===== src/rtl/ram_dual_hs.sv =====
`default_nettype none
// ============================================================================
//  Module   : ram_dual_hs
//  Purpose  : Simple dual-port RAM with one write port and one read port,
//             both using valid/ready handshakes. It supports byte-lane write
//             enables, a read latency of 1 or 2 cycles with output
//             backpressure, and a selectable read-during-write policy. The
//             memory is cleared after every reset, and out-of-range requests
//             are flagged.
//  Ports    : i_clk, i_rst                       clock, sync active-high reset
//             i_wr_valid/o_wr_ready              write handshake
//             i_wr_addr/i_wr_data/i_wr_be        write address, data, lanes
//             i_rd_valid/o_rd_ready/i_rd_addr    read request handshake
//             o_rd_valid/i_rd_ready/o_rd_data    read response handshake
//             o_init_done                        post-reset clear finished
//             o_addr_err                         1-cycle out-of-range pulse
//  Revision : 1.0 - initial release
// ============================================================================
module ram_dual_hs #(
  parameter int WIDTH   = 16,
  parameter int DEPTH   = 32,
  parameter int ADDRESS = 5,
  parameter int BYTE_W  = 8,
  parameter int RD_LAT  = 1,
  parameter int RDW_NEW = 0
) (
  input  logic                      i_clk,
  input  logic                      i_rst,
  input  logic                      i_wr_valid,
  output logic                      o_wr_ready,
  input  logic [ADDRESS-1:0]        i_wr_addr,
  input  logic [WIDTH-1:0]          i_wr_data,
  input  logic [WIDTH/BYTE_W-1:0]   i_wr_be,
  input  logic                      i_rd_valid,
  output logic                      o_rd_ready,
  input  logic [ADDRESS-1:0]        i_rd_addr,
  output logic                      o_rd_valid,
  input  logic                      i_rd_ready,
  output logic [WIDTH-1:0]          o_rd_data,
  output logic                      o_init_done,
  output logic                      o_addr_err
);

  localparam int NB = WIDTH / BYTE_W;
  // Depth widened by one bit so "addr >= DEPTH" also works when DEPTH == 2**ADDRESS.
  localparam logic [ADDRESS:0]   DEPTH_X  = (ADDRESS + 1)'(DEPTH);
  localparam logic [ADDRESS-1:0] LAST_PTR = ADDRESS'(DEPTH - 1);

  typedef enum logic [0:0] {
    ST_CLEAR = 1'b0,
    ST_RUN   = 1'b1
  } state_t;

  state_t             state;
  logic [ADDRESS-1:0] clr_ptr;
  logic               init_done;

  logic [WIDTH-1:0]   mem [DEPTH];

  logic               wr_fire;
  logic               wr_in;
  logic               wr_en;
  logic               rd_fire;
  logic               rd_in;
  logic               adv;
  logic [WIDTH-1:0]   rd_word;
  logic               rd_valid_q;
  logic [WIDTH-1:0]   rd_data_q;
  logic               addr_err;

  // --------------------------------------------------------------------------
  // Clear sequencer: one word is zeroed per cycle. The last word is written
  // in the same cycle that the state moves to RUN, so the clear lasts exactly
  // DEPTH cycles.
  // --------------------------------------------------------------------------
  always_ff @(posedge i_clk) begin
    if (i_rst) begin
      state     <= ST_CLEAR;
      clr_ptr   <= '0;
      init_done <= 1'b0;
    end else begin
      case (state)
        ST_CLEAR: begin
          clr_ptr <= clr_ptr + ADDRESS'(1);
          if (clr_ptr == LAST_PTR) begin
            state     <= ST_RUN;
            init_done <= 1'b1;
          end
        end
        default: begin
          state     <= ST_RUN;
          init_done <= 1'b1;
        end
      endcase
    end
  end

  assign o_init_done = init_done;
  assign o_wr_ready  = init_done;

  // --------------------------------------------------------------------------
  // Write port
  // --------------------------------------------------------------------------
  assign wr_fire = i_wr_valid && o_wr_ready;
  assign wr_in   = ({1'b0, i_wr_addr} < DEPTH_X);
  assign wr_en   = wr_fire && wr_in;

  always_ff @(posedge i_clk) begin
    if (state == ST_CLEAR) begin
      mem[clr_ptr] <= '0;
    end else if (wr_en) begin
      for (int k = 0; k < NB; k++) begin
        if (i_wr_be[k]) begin
          mem[i_wr_addr][k*BYTE_W +: BYTE_W] <= i_wr_data[k*BYTE_W +: BYTE_W];
        end
      end
    end
  end

  // --------------------------------------------------------------------------
  // Read port: handshake and array lookup
  // --------------------------------------------------------------------------
  // The pipeline advances whenever the output register is empty or drained.
  assign adv        = !rd_valid_q || i_rd_ready;
  assign o_rd_ready = init_done && adv;
  assign rd_fire    = i_rd_valid && o_rd_ready;
  assign rd_in      = ({1'b0, i_rd_addr} < DEPTH_X);

  // The array is only updated on the clock edge, so a plain lookup gives the
  // pre-write word. The new-data policy overlays the enabled write lanes.
  always_comb begin
    rd_word = '0;
    if (rd_in) begin
      rd_word = mem[i_rd_addr];
      if ((RDW_NEW != 0) && wr_en && (i_wr_addr == i_rd_addr)) begin
        for (int k = 0; k < NB; k++) begin
          if (i_wr_be[k]) begin
            rd_word[k*BYTE_W +: BYTE_W] = i_wr_data[k*BYTE_W +: BYTE_W];
          end
        end
      end
    end
  end

  // --------------------------------------------------------------------------
  // Read pipeline. All stages move together on adv and hold otherwise. The
  // output data register loads only with a valid word, so it stays stable
  // across bubbles and stalls.
  // --------------------------------------------------------------------------
  generate
    if (RD_LAT == 2) begin : g_lat2
      logic             s1_valid;
      logic [WIDTH-1:0] s1_data;

      always_ff @(posedge i_clk) begin
        if (i_rst) begin
          s1_valid   <= 1'b0;
          s1_data    <= '0;
          rd_valid_q <= 1'b0;
          rd_data_q  <= '0;
        end else if (adv) begin
          s1_valid   <= rd_fire;
          if (rd_fire) begin
            s1_data <= rd_word;
          end
          rd_valid_q <= s1_valid;
          if (s1_valid) begin
            rd_data_q <= s1_data;
          end
        end
      end
    end else begin : g_lat1
      always_ff @(posedge i_clk) begin
        if (i_rst) begin
          rd_valid_q <= 1'b0;
          rd_data_q  <= '0;
        end else if (adv) begin
          rd_valid_q <= rd_fire;
          if (rd_fire) begin
            rd_data_q <= rd_word;
          end
        end
      end
    end
  endgenerate

  assign o_rd_valid = rd_valid_q;
  assign o_rd_data  = rd_data_q;

  // --------------------------------------------------------------------------
  // Out-of-range flag. This is a single registered OR, so an error on both
  // ports in the same cycle produces a single pulse.
  // --------------------------------------------------------------------------
  always_ff @(posedge i_clk) begin
    if (i_rst) begin
      addr_err <= 1'b0;
    end else begin
      addr_err <= (wr_fire && !wr_in) || (rd_fire && !rd_in);
    end
  end

  assign o_addr_err = addr_err;

endmodule
`default_nettype wire


===== config.mk =====
export PLATFORM = sky130hd
export DESIGN_NAME = ram_dual_hs
export DESIGN_NICKNAME = d
export VERILOG_FILES = /design/src/rtl/ram_dual_hs.sv
export SDC_FILE = /design/constraint.sdc
export NUM_CORES = 1
export LEC_CHECK = 0
export ABC_AREA = 1
export CAP_MARGIN = 0
export CORE_MARGIN = 2
export CORE_UTILIZATION = 56
export CTS_CLUSTER_SIZE = 20
export DETAILED_ROUTE_END_ITERATION = 10
export PLACE_DENSITY = 0.8
export SETUP_SLACK_MARGIN = 0.02
export SKIP_CTS_REPAIR_TIMING = 1
export SLEW_MARGIN = 20
export SYNTH_ARGS = -nofsm -noshare
export SYNTH_HDL_FRONTEND = slang
export SYNTH_SLANG_ARGS = --single-unit

===== constraint.sdc =====
create_clock -name i_clk -period 2.6 [get_ports i_clk]
set_input_delay 0.26 -clock i_clk [delete_from_list [all_inputs] [get_ports i_clk]]
set_output_delay 0.26 -clock i_clk [all_outputs]
set_load 0.02 [all_outputs]

==> results of run 1 <==
## report_power, final
group          internal, mW  switching (mW)
Sequential             9.42          0.0283
Clock                  4.39            3.09
Combinational         0.359           0.782
Total                  14.2            3.90
## final cells by class
class	count	area (um^2)	share of cell area, %
repair buffers	173	1773	6.917
clock buffers	72	1489	5.809
well taps	518	648.1	2.528
multi-input cells	1243	5484	21.39
inverters	39	153.9	0.6004
clock inverters	23	230.2	0.8981
flip-flops and latches	536	15860	61.85
## sequential cells by signal (all words and copies together), names as in the netlist
signal       cells
o_rd_data       16
o_init_done      1
state            1
mem            512
clr_ptr          5
o_rd_valid       1
## cells by family (layout without fill, tap and decap cells)
kind of cell,Yosys count,in the layout
other,1,1
AOI/OAI and AO/OA,44,44
DFF,536,536
buffers and inverters,167,307
and+or+nand+nor,1196,1196
adders and majority gates,2,2
## metal layers
layer | global-route usage [%] | up-vias | share of wire [%]
li1 | - | 6994 | -
met2 | 46.64 | 1103 | 48
met4 | 12.80 | 0 | 4.2
met5 | 0 | - | 0
met1 | 37.49 | 7390 | 36
met3 | 4.095 | 182 | 11
## cell usage after synthesis, types with 2 or more instances
cell type	n
buf_1	20
a21oi_1	19
edfxtp_1	512
clkbuf_1	76
nand2_1	662
or2_0	2
nand2_2	9
o21ai_2	2
nand3_1	419
buf_4	4
nor2_1	29
o21ai_0	22
buf_2	24
nor3_1	67
ha_1	2
inv_1	36
inv_2	3
dfxtp_1	24
buf_6	4
nand2_4	3
## worst paths after layout
kind,start,endpoint,slack (ps),cells past startpoint
min,i_rst,state$_SDFF_PP0_,350,2
max reg2reg,state$_SDFF_PP0_,mem[0][11]$_DFFE_PP_,200,9
max,state$_SDFF_PP0_,mem[0][11]$_DFFE_PP_,200,9
min reg2reg,clr_ptr[3]$_SDFFE_PP0N_,clr_ptr[3]$_SDFFE_PP0N_,510,2
==> summary.md, run 1 <==
| Metric | Value |
|---|---|
| Status | finished, final reports clean |
| Hold Path Class | in2reg |
| Vias in the first global route | 15570 |
| Max Slew Vio Count | 0 |
| Post-layout util | 66.17% |
| Critical Path Source Type | flip-flop |
| Setup_tns | 0 ps |
| Non-Filler Instances | 2604 |
| First-pass GRT wire length | 86990 um |
| CTS tree | built |
| Vias per std cell | ~6 |
| Pwr dens | 704.9 nW/um^2 |
| Synth Instances | 1946 |
| Post-synthesis compound-gate area fraction | around 1.0% |
| Root Driver | clkbuf_16 |
| Clk_lat worst skew | between 500 and 600 ps |
| Synth async-reset ratio | 0% |
| Register bit total from synthesis | 536 |
| Most frequent cells in the layout | nand2_1, edfxtp_1, nand3_1 |
| Mux share of post-synthesis cell area | 0% |
| Pwr Total | 18.07 mW |
| Row cnt | just over 70 |
| Bufs and invs on worst path | 3 |
| Post-route clock skew | 22.88 ps |
| Post-synth cell types | 27 |
| Critical path peak fanout | 8 |
| Yosys top cell area share | a little over two thirds |
| Placed Area | 23910 um^2 |
| Initial DRC count | 2458 |
| Largest net degree at the start of global routing | 177 |
| Initial antenna violation count | 0 |
| Worst path slowest cell | dfxtp_1 |
| Crit path arrival time | 2700 ps |
| Post-synthesis xor/xnor area fraction | 0% |
| Static Leak | 9.332 nW |
| Max Fclk | 416.7 MHz |
| Detailed placer's ending HPWL | 33870 um |
| CTS buffer count | just over 50 |
| Fin area | 25630 um^2 |
| Drt wl/cell | between 20 and 25 um |
| Layout area overhead | 16.54% |
| Leading area contributor after synthesis | edfxtp_1 |
| RSZ-0062 raised after global routing | false |
| Area share of and/or/nand/nor cells after synthesis | 23.56% |
| Clock slew at reported path FFs | 60 ps |
| IO buf count | 52 |
| Vias | 15670 |
| Final setup viols | 0 |
| First-pass DRT Iterations | 7 |
| Share of layout cells above drive strength 1 | between 10% and 20% |
| CP dominant cell by count | buf_4 |
| DRC Markers | 0 |
| Synthesized area per cell | 11.30 um^2 |
| Kind of cell adding the most delay to the critical path | simple AND/OR/NAND/NOR gates |
| Slew @ Worst Pin | between 700 and 800 ps |
| Num Clock Sinks | 536 |
| Die width | 202.2 um |
| CP Cell Sequence | nand3_4, nor2_4, o21ai_0, buf_4, nor2_1, buf_4, nand2_4, nor3_1, buf_4 |
| Setup crit end kind | flip-flop |
| Final hold violations | 0 |
| EDFF count, synth | 512 |
| Fillcell total | 2652 |
| H-tree depth | 2 |
| Die Y | 202.2 um |
| Setup ws final | 200.2 ps |
| Synthesis Warnings | 0 |
| GRT Resource Usage Total | 28.22% |
| Slew HR | 47.68% |
| Worst path max stage delay | just over 500 ps |
| Gpl congestion | approximately 0.9 |
| Die area | 40880 um^2 |
| Post-synthesis sequential area ratio | 72.08% |
| DP Cell Count | 2509 |
| Adder-cell area share of the yosys netlist | 0.1138% |
| Critical path data required time | 2900 ps |
| Setup WS pre-CTS | -43.12 ps |
| Main combinational cell family by area after synthesis | simple AND/OR/NAND/NOR gates |
| Core area | around 39000 um^2 |
| Peak VDD IR | 620.8 uV |
| Ant diodes | 0 |
| # IOs | between 50 and 60 |
| # nets final | 2079 |
| Crit path kind | reg2reg |
| DRT Wirelength | 57080 um |
| Grt total ovfl | 0 |
| Synth Flop Type | edfxtp_1 |
| Max-cap viol count | 0 |
| Post-layout min period | 2400 ps |
| Final period utilization | 92.30% |
| Initial Util | a little under three fifths |
| Max clock buf depth | 3 |
| Synth area leaders | edfxtp_1, nand2_1, nand3_1 |
| Most common cell after layout, fill and taps aside | nand2_1 |
| Syn nets | 1981 |
| Hold Slack | 346.6 ps |
| Routed Antenna Nets | 0 |
| Synthesized area | around 22000 um^2 |
No activity file was read; power rests on OpenSTA's default activity.
==> run 2, diff against run 1 <==
--- a/config.mk
+++ b/config.mk
@@ -9,8 +9,10 @@
 export CAP_MARGIN = 0
 export CORE_MARGIN = 2
 export CORE_UTILIZATION = 56
+export CTS_CLUSTER_DIAMETER = 60
 export CTS_CLUSTER_SIZE = 20
 export DETAILED_ROUTE_END_ITERATION = 10
+export GPL_ROUTABILITY_DRIVEN = 0
 export PLACE_DENSITY = 0.8
 export SETUP_SLACK_MARGIN = 0.02
 export SKIP_CTS_REPAIR_TIMING = 1
==> summary.md, run 2 (synthesis results as in run 1) <==
| Metric | Value |
|---|---|
| Status | finished, final reports clean |
| Die area | 40880 um^2 |
| Pwr Total | 15.91 mW |
| First-pass DRT Iterations | 10 |
| Die width | 202.2 um |
| Post-route clock skew | between 15 and 20 ps |
| Ant diodes | 0 |
| RSZ-0062 raised after global routing | false |
| CTS tree | built |
| # nets final | 2061 |
| Critical path peak fanout | 8 |
| Met1 Use GR | 36.43% |
| Most frequent cells in the layout | nand2_1, edfxtp_1, nand3_1 |
| Routed Antenna Nets | 0 |
| Critical Path Source Type | flip-flop |
| Critical path data required time | 2840 ps |
| Final setup viols | 0 |
| Reg2reg path depth | 10 |
| Row cnt | 72 |
| Worst hold path depth | 2 |
| H-tree depth | 2 |
| Hold endpoint | state$_SDFF_PP0_ |
| Die Y | 202.2 um |
| Share of layout cells above drive strength 1 | about a tenth |
| GRT Resource Usage Total | 26.95% |
| Clock slew at reported path FFs | roughly 70 ps |
| Max reg flops | 512 |
| DRT Wirelength | around 55000 um |
| Reg2reg setup slack | 210 ps |
| Crit path kind | reg2reg |
| Num Clock Sinks | 536 |
| Most common cell after layout, fill and taps aside | nand2_1 |
| Slew @ Worst Pin | 779.4 ps |
| Static Leak | 8.984 nW |
| Setup ws final | 214.3 ps |
| Grt met2 use | 45.04% |
| Slew HR | about 48% |
| Post-layout min period | 2386 ps |
| Crit Reg-Reg Endpoint | mem[31][3]$_DFFE_PP_ |
| Drt wl/cell | 21.62 um |
| GRT busiest layer | met2 |
| Met3 usage | 3.918% |
| Initial Util | between 50% and 60% |
| Vias | 15410 |
| Hold Path Origin | i_rst |
| Crit path arrival time | 2630 ps |
| Final period utilization | between 90 and 100% |
| CTS buffer count | 35 |
| Worst r2r src | state$_SDFF_PP0_ |
| Setup crit end kind | flip-flop |
| Max Fclk | roughly 420 MHz |
| Biggest register | mem |
| Pwr dens | ~640 nW/um^2 |
| Root Driver | clkbuf_16 |
| # IOs | 54 |
| Initial antenna violation count | 0 |
| Hold Path Class | in2reg |
| Detailed placer's ending HPWL | 33840 um |
| Max-cap viol count | 0 |
| Max Slew Vio Count | 0 |
| Final hold violations | 0 |
| Largest net degree at the start of global routing | 129 |
| Clk_lat worst skew | 530 ps |
| Vias per std cell | 6.008 |
| Setup WS pre-CTS | -52.26 ps |
| Post-layout util | 64.34% |
| Max clock buf depth | 3 |
| DRC Markers | 0 |
| IO buf count | 52 |
| Initial DRC count | 2334 |
| Vias in the first global route | 14690 |
| First-pass GRT wire length | roughly 83000 um |
| Core area | 38740 um^2 |
| Grt total ovfl | 0 |
| Peak VDD IR | 567.8 uV |
| Layout area overhead | 13.31% |
==> run 2: per-layer routing <==
layer,vias up,share of wire [%]
li1,6926,-
met1,7207,36
met2,1080,48
met3,198,11
met4,0,4.2
met5,-,0
==> run 2: critical path, cell delays in order, from the launching register on <==
cell and delay (ps):
dfxtp_1 530, nand3_4 130, nor2_4 160, nand2_1 70, o21ai_0 170, inv_1 110, nor2_1 120, buf_4 130
nand2_2 200, nor3_1 270, buf_4 210
==> run 2: stage by stage <==
step | area [um^2] | setup TNS [ps] | instances | hold WS [ps]
after floorplan | 22000 | 0 | 1946 | 329.1
after global placement | 23890 | 0 | 2507 | 494.3
after detailed placement | 23890 | -1423 | 2507 | 496.3
after CTS | 24920 | 0 | 2565 | 398.8
after global routing | 24920 | 0 | 2565 | 417.1
final | 24920 | 0 | 2565 | 414.6
==> run 2: final cells by class <==
type / instances / area, um^2
Sequential cell: 536 / 15860
Fill cell: 2773 / 13810
Multi-Input combinational cell: 1243 / 5484
Timing Repair Buffer: 171 / 1745
Clock buffer: 45 / 944.7
Tap cell: 518 / 648.1
Inverter: 39 / 153.9
Clock inverter: 13 / 92.59
==> run 2: how the worst max path moves through the flow <==
stage / from / to / slack [ps] / cells past startpoint
2_1_floorplan: o_init_done$_SDFFE_PP0P_ / mem[10][0]$_DFFE_PP_ / 20 / 8
3_3_place_gp: i_wr_be[0] / mem[31][3]$_DFFE_PP_ / 1 / 10
3_5_place_dp: i_wr_valid / mem[31][3]$_DFFE_PP_ / -50 / 11
4_1_cts: state$_SDFF_PP0_ / mem[31][3]$_DFFE_PP_ / 230 / 10
5_1_grt: state$_SDFF_PP0_ / mem[15][4]$_DFFE_PP_ / 50 / 9
6_report: state$_SDFF_PP0_ / mem[31][3]$_DFFE_PP_ / 210 / 10
==> run 2: where the power goes <==
group          leakage, nW  switching [mW]  internal (mW)
Combinational         4.30           0.775          0.351
Clock                0.507            2.74           2.61
Sequential            4.18          0.0287           9.41
==> run 3, diff against run 2 <==
--- a/config.mk
+++ b/config.mk
@@ -13,6 +13,7 @@
 export CTS_CLUSTER_SIZE = 20
 export DETAILED_ROUTE_END_ITERATION = 10
 export GPL_ROUTABILITY_DRIVEN = 0
+export MAX_ROUTING_LAYER = met4
 export PLACE_DENSITY = 0.8
 export SETUP_SLACK_MARGIN = 0.02
 export SKIP_CTS_REPAIR_TIMING = 1
==> summary.md, run 3 (synthesis results as in run 1) <==
| Metric | Value |
|---|---|
| Status | finished, final reports clean |
| Max reg flops | 512 |
| Max-cap viol count | 0 |
| Initial Util | 56.78% |
| Hold Path Origin | i_rst |
| Biggest register | mem |
| Peak VDD IR | ~570 uV |
| Clk_lat worst skew | 530 ps |
| Layout area overhead | 13.31% |
| Grt total ovfl | 0 |
| Worst hold path depth | 2 |
| CP Cell Sequence | nand3_4, nor2_4, nand2_1, o21ai_0, inv_1, nor2_1, buf_4, nand2_2, nor3_1, buf_4 |
| Setup WS pre-CTS | -52.26 ps |
| Hold Slack | 417.6 ps |
| Worst path slowest cell | dfxtp_1 |
| First-pass GRT wire length | 83300 um |
| Critical path peak fanout | 8 |
| GRT Resource Usage Total | 27.78% |
| Bufs and invs on worst path | 3 |
| Max Fclk | 417.8 MHz |
| Max Slew Vio Count | 0 |
| Num Clock Sinks | 536 |
| Hold endpoint | state$_SDFF_PP0_ |
| Root Driver | clkbuf_16 |
| Hold Path Class | in2reg |
| Fillcell total | 2773 |
| DRT Wirelength | between 50000 and 60000 um |
| Reg2reg path depth | 10 |
| Drt wl/cell | 21.49 um |
| IO buf count | 52 |
| Worst r2r src | state$_SDFF_PP0_ |
| Crit path from | state$_SDFF_PP0_ |
| Vias | roughly 15000 |
| Initial antenna violation count | 0 |
| Max clock buf depth | 3 |
| Critical path data required time | 2840 ps |
| Most frequent cells in the layout | nand2_1, edfxtp_1, nand3_1 |
| Vias per std cell | between 6 and 7 |
| Largest net degree at the start of global routing | 129 |
| Kind of cell adding the most delay to the critical path | simple AND/OR/NAND/NOR gates |
| DP Cell Count | roughly 2500 |
| Row cnt | 72 |
| CTS tree | built |
| CTS buffer count | 35 |
| Share of layout cells above drive strength 1 | 10.16% |
| Crit Reg-Reg Endpoint | mem[31][4]$_DFFE_PP_ |
| Final hold violations | 0 |
| Routed Antenna Nets | 0 |
| Clock slew at reported path FFs | about 70 ps |
| RSZ-0062 raised after global routing | false |
| Die width | roughly 200 um |
| # nets final | 2061 |
| Crit path kind | reg2reg |
| Final period utilization | 92.07% |
| Worst path max stage delay | 530 ps |
| DRC Markers | 0 |
| Core area | 38740 um^2 |
| Pwr Total | 15.89 mW |
| Setup ws final | 206.2 ps |
| Slew HR | about half |
| Critical Path Source Type | flip-flop |
| Pwr dens | 637.6 nW/um^2 |
| CP dominant cell by count | buf_4 |
| Setup crit end kind | flip-flop |
| Ant diodes | 0 |
| Static Leak | 8.984 nW |
| Crit path arrival time | between 2000 and 3000 ps |
| First-pass DRT Iterations | 6 |
| Slew @ Worst Pin | 780.0 ps |
| Die Y | 202.2 um |
| H-tree depth | 2 |
| Reg2reg setup slack | 210 ps |
| Non-Filler Instances | 2565 |
| Initial DRC count | around 2300 |
| Post-route clock skew | about 19 ps |
| # IOs | 54 |
| Most common cell after layout, fill and taps aside | nand2_1 |
| Die area | 40880 um^2 |
| Final setup viols | 0 |
| Post-layout min period | 2394 ps |
| Vias in the first global route | 14660 |
| Detailed placer's ending HPWL | around 34000 um |
==> run 3: stage by stage <==
| step | utilization, % | instance area (um^2) | TNS, ps |
|---|---|---|---|
| floorplan | - | 22000 | 0 |
| global placement | 61.66 | 23890 | 0 |
| detailed placement | 61.66 | 23890 | -1423 |
| CTS | 64.34 | 24920 | 0 |
| global route | 64.34 | 24920 | 0 |
| finish | 64.34 | 24920 | 0 |
==> run 3: layout make-up <==
type | count | area, um^2 | share of cell area, %
Multi-Input combinational cell | 1243 | 5484 | 22.00
Inverter | 39 | 153.9 | 0.6175
Tap cell | 518 | 648.1 | 2.600
Clock inverter | 13 | 92.59 | 0.3715
Timing Repair Buffer | 171 | 1745 | 7.003
Sequential cell | 536 | 15860 | 63.61
Clock buffer | 45 | 944.7 | 3.790
==> run 3: worst max path at each step <==
stage,to,slack (ps),depth (start not counted)
6_report,mem[31][4]$_DFFE_PP_,210,10
5_1_grt,mem[15][4]$_DFFE_PP_,50,9
4_1_cts,mem[31][3]$_DFFE_PP_,230,10
3_5_place_dp,mem[31][3]$_DFFE_PP_,-50,11
3_3_place_gp,mem[31][3]$_DFFE_PP_,1,10
2_1_floorplan,mem[10][0]$_DFFE_PP_,20,8
==> run 3: metal layers <==
layer	track usage, %	vias up	share of wire [%]
met5	-	-	0
li1	-	6928	-
met1	36.47	7213	36
met2	45.19	1080	48
met3	3.757	199	12
met4	9.541	0	3.9
==> run 3: report_power, final <==
group / internal [mW] / total, mW / switching [mW]
Combinational: 0.351 / 1.12 / 0.771
Clock: 2.61 / 5.33 / 2.72
Sequential: 9.41 / 9.44 / 0.0288
Total: 12.4 / 15.9 / 3.52
==> run 3: worst reg2reg max path, cell delays in order, from the launching register on <==
cell     delay [ps]
dfxtp_1         530
nand3_4         130
nor2_4          160
nand2_1          70
o21ai_0         170
inv_1           110
nor2_1          110
buf_4           130
nand2_2         210
nor3_1          280
buf_4           200
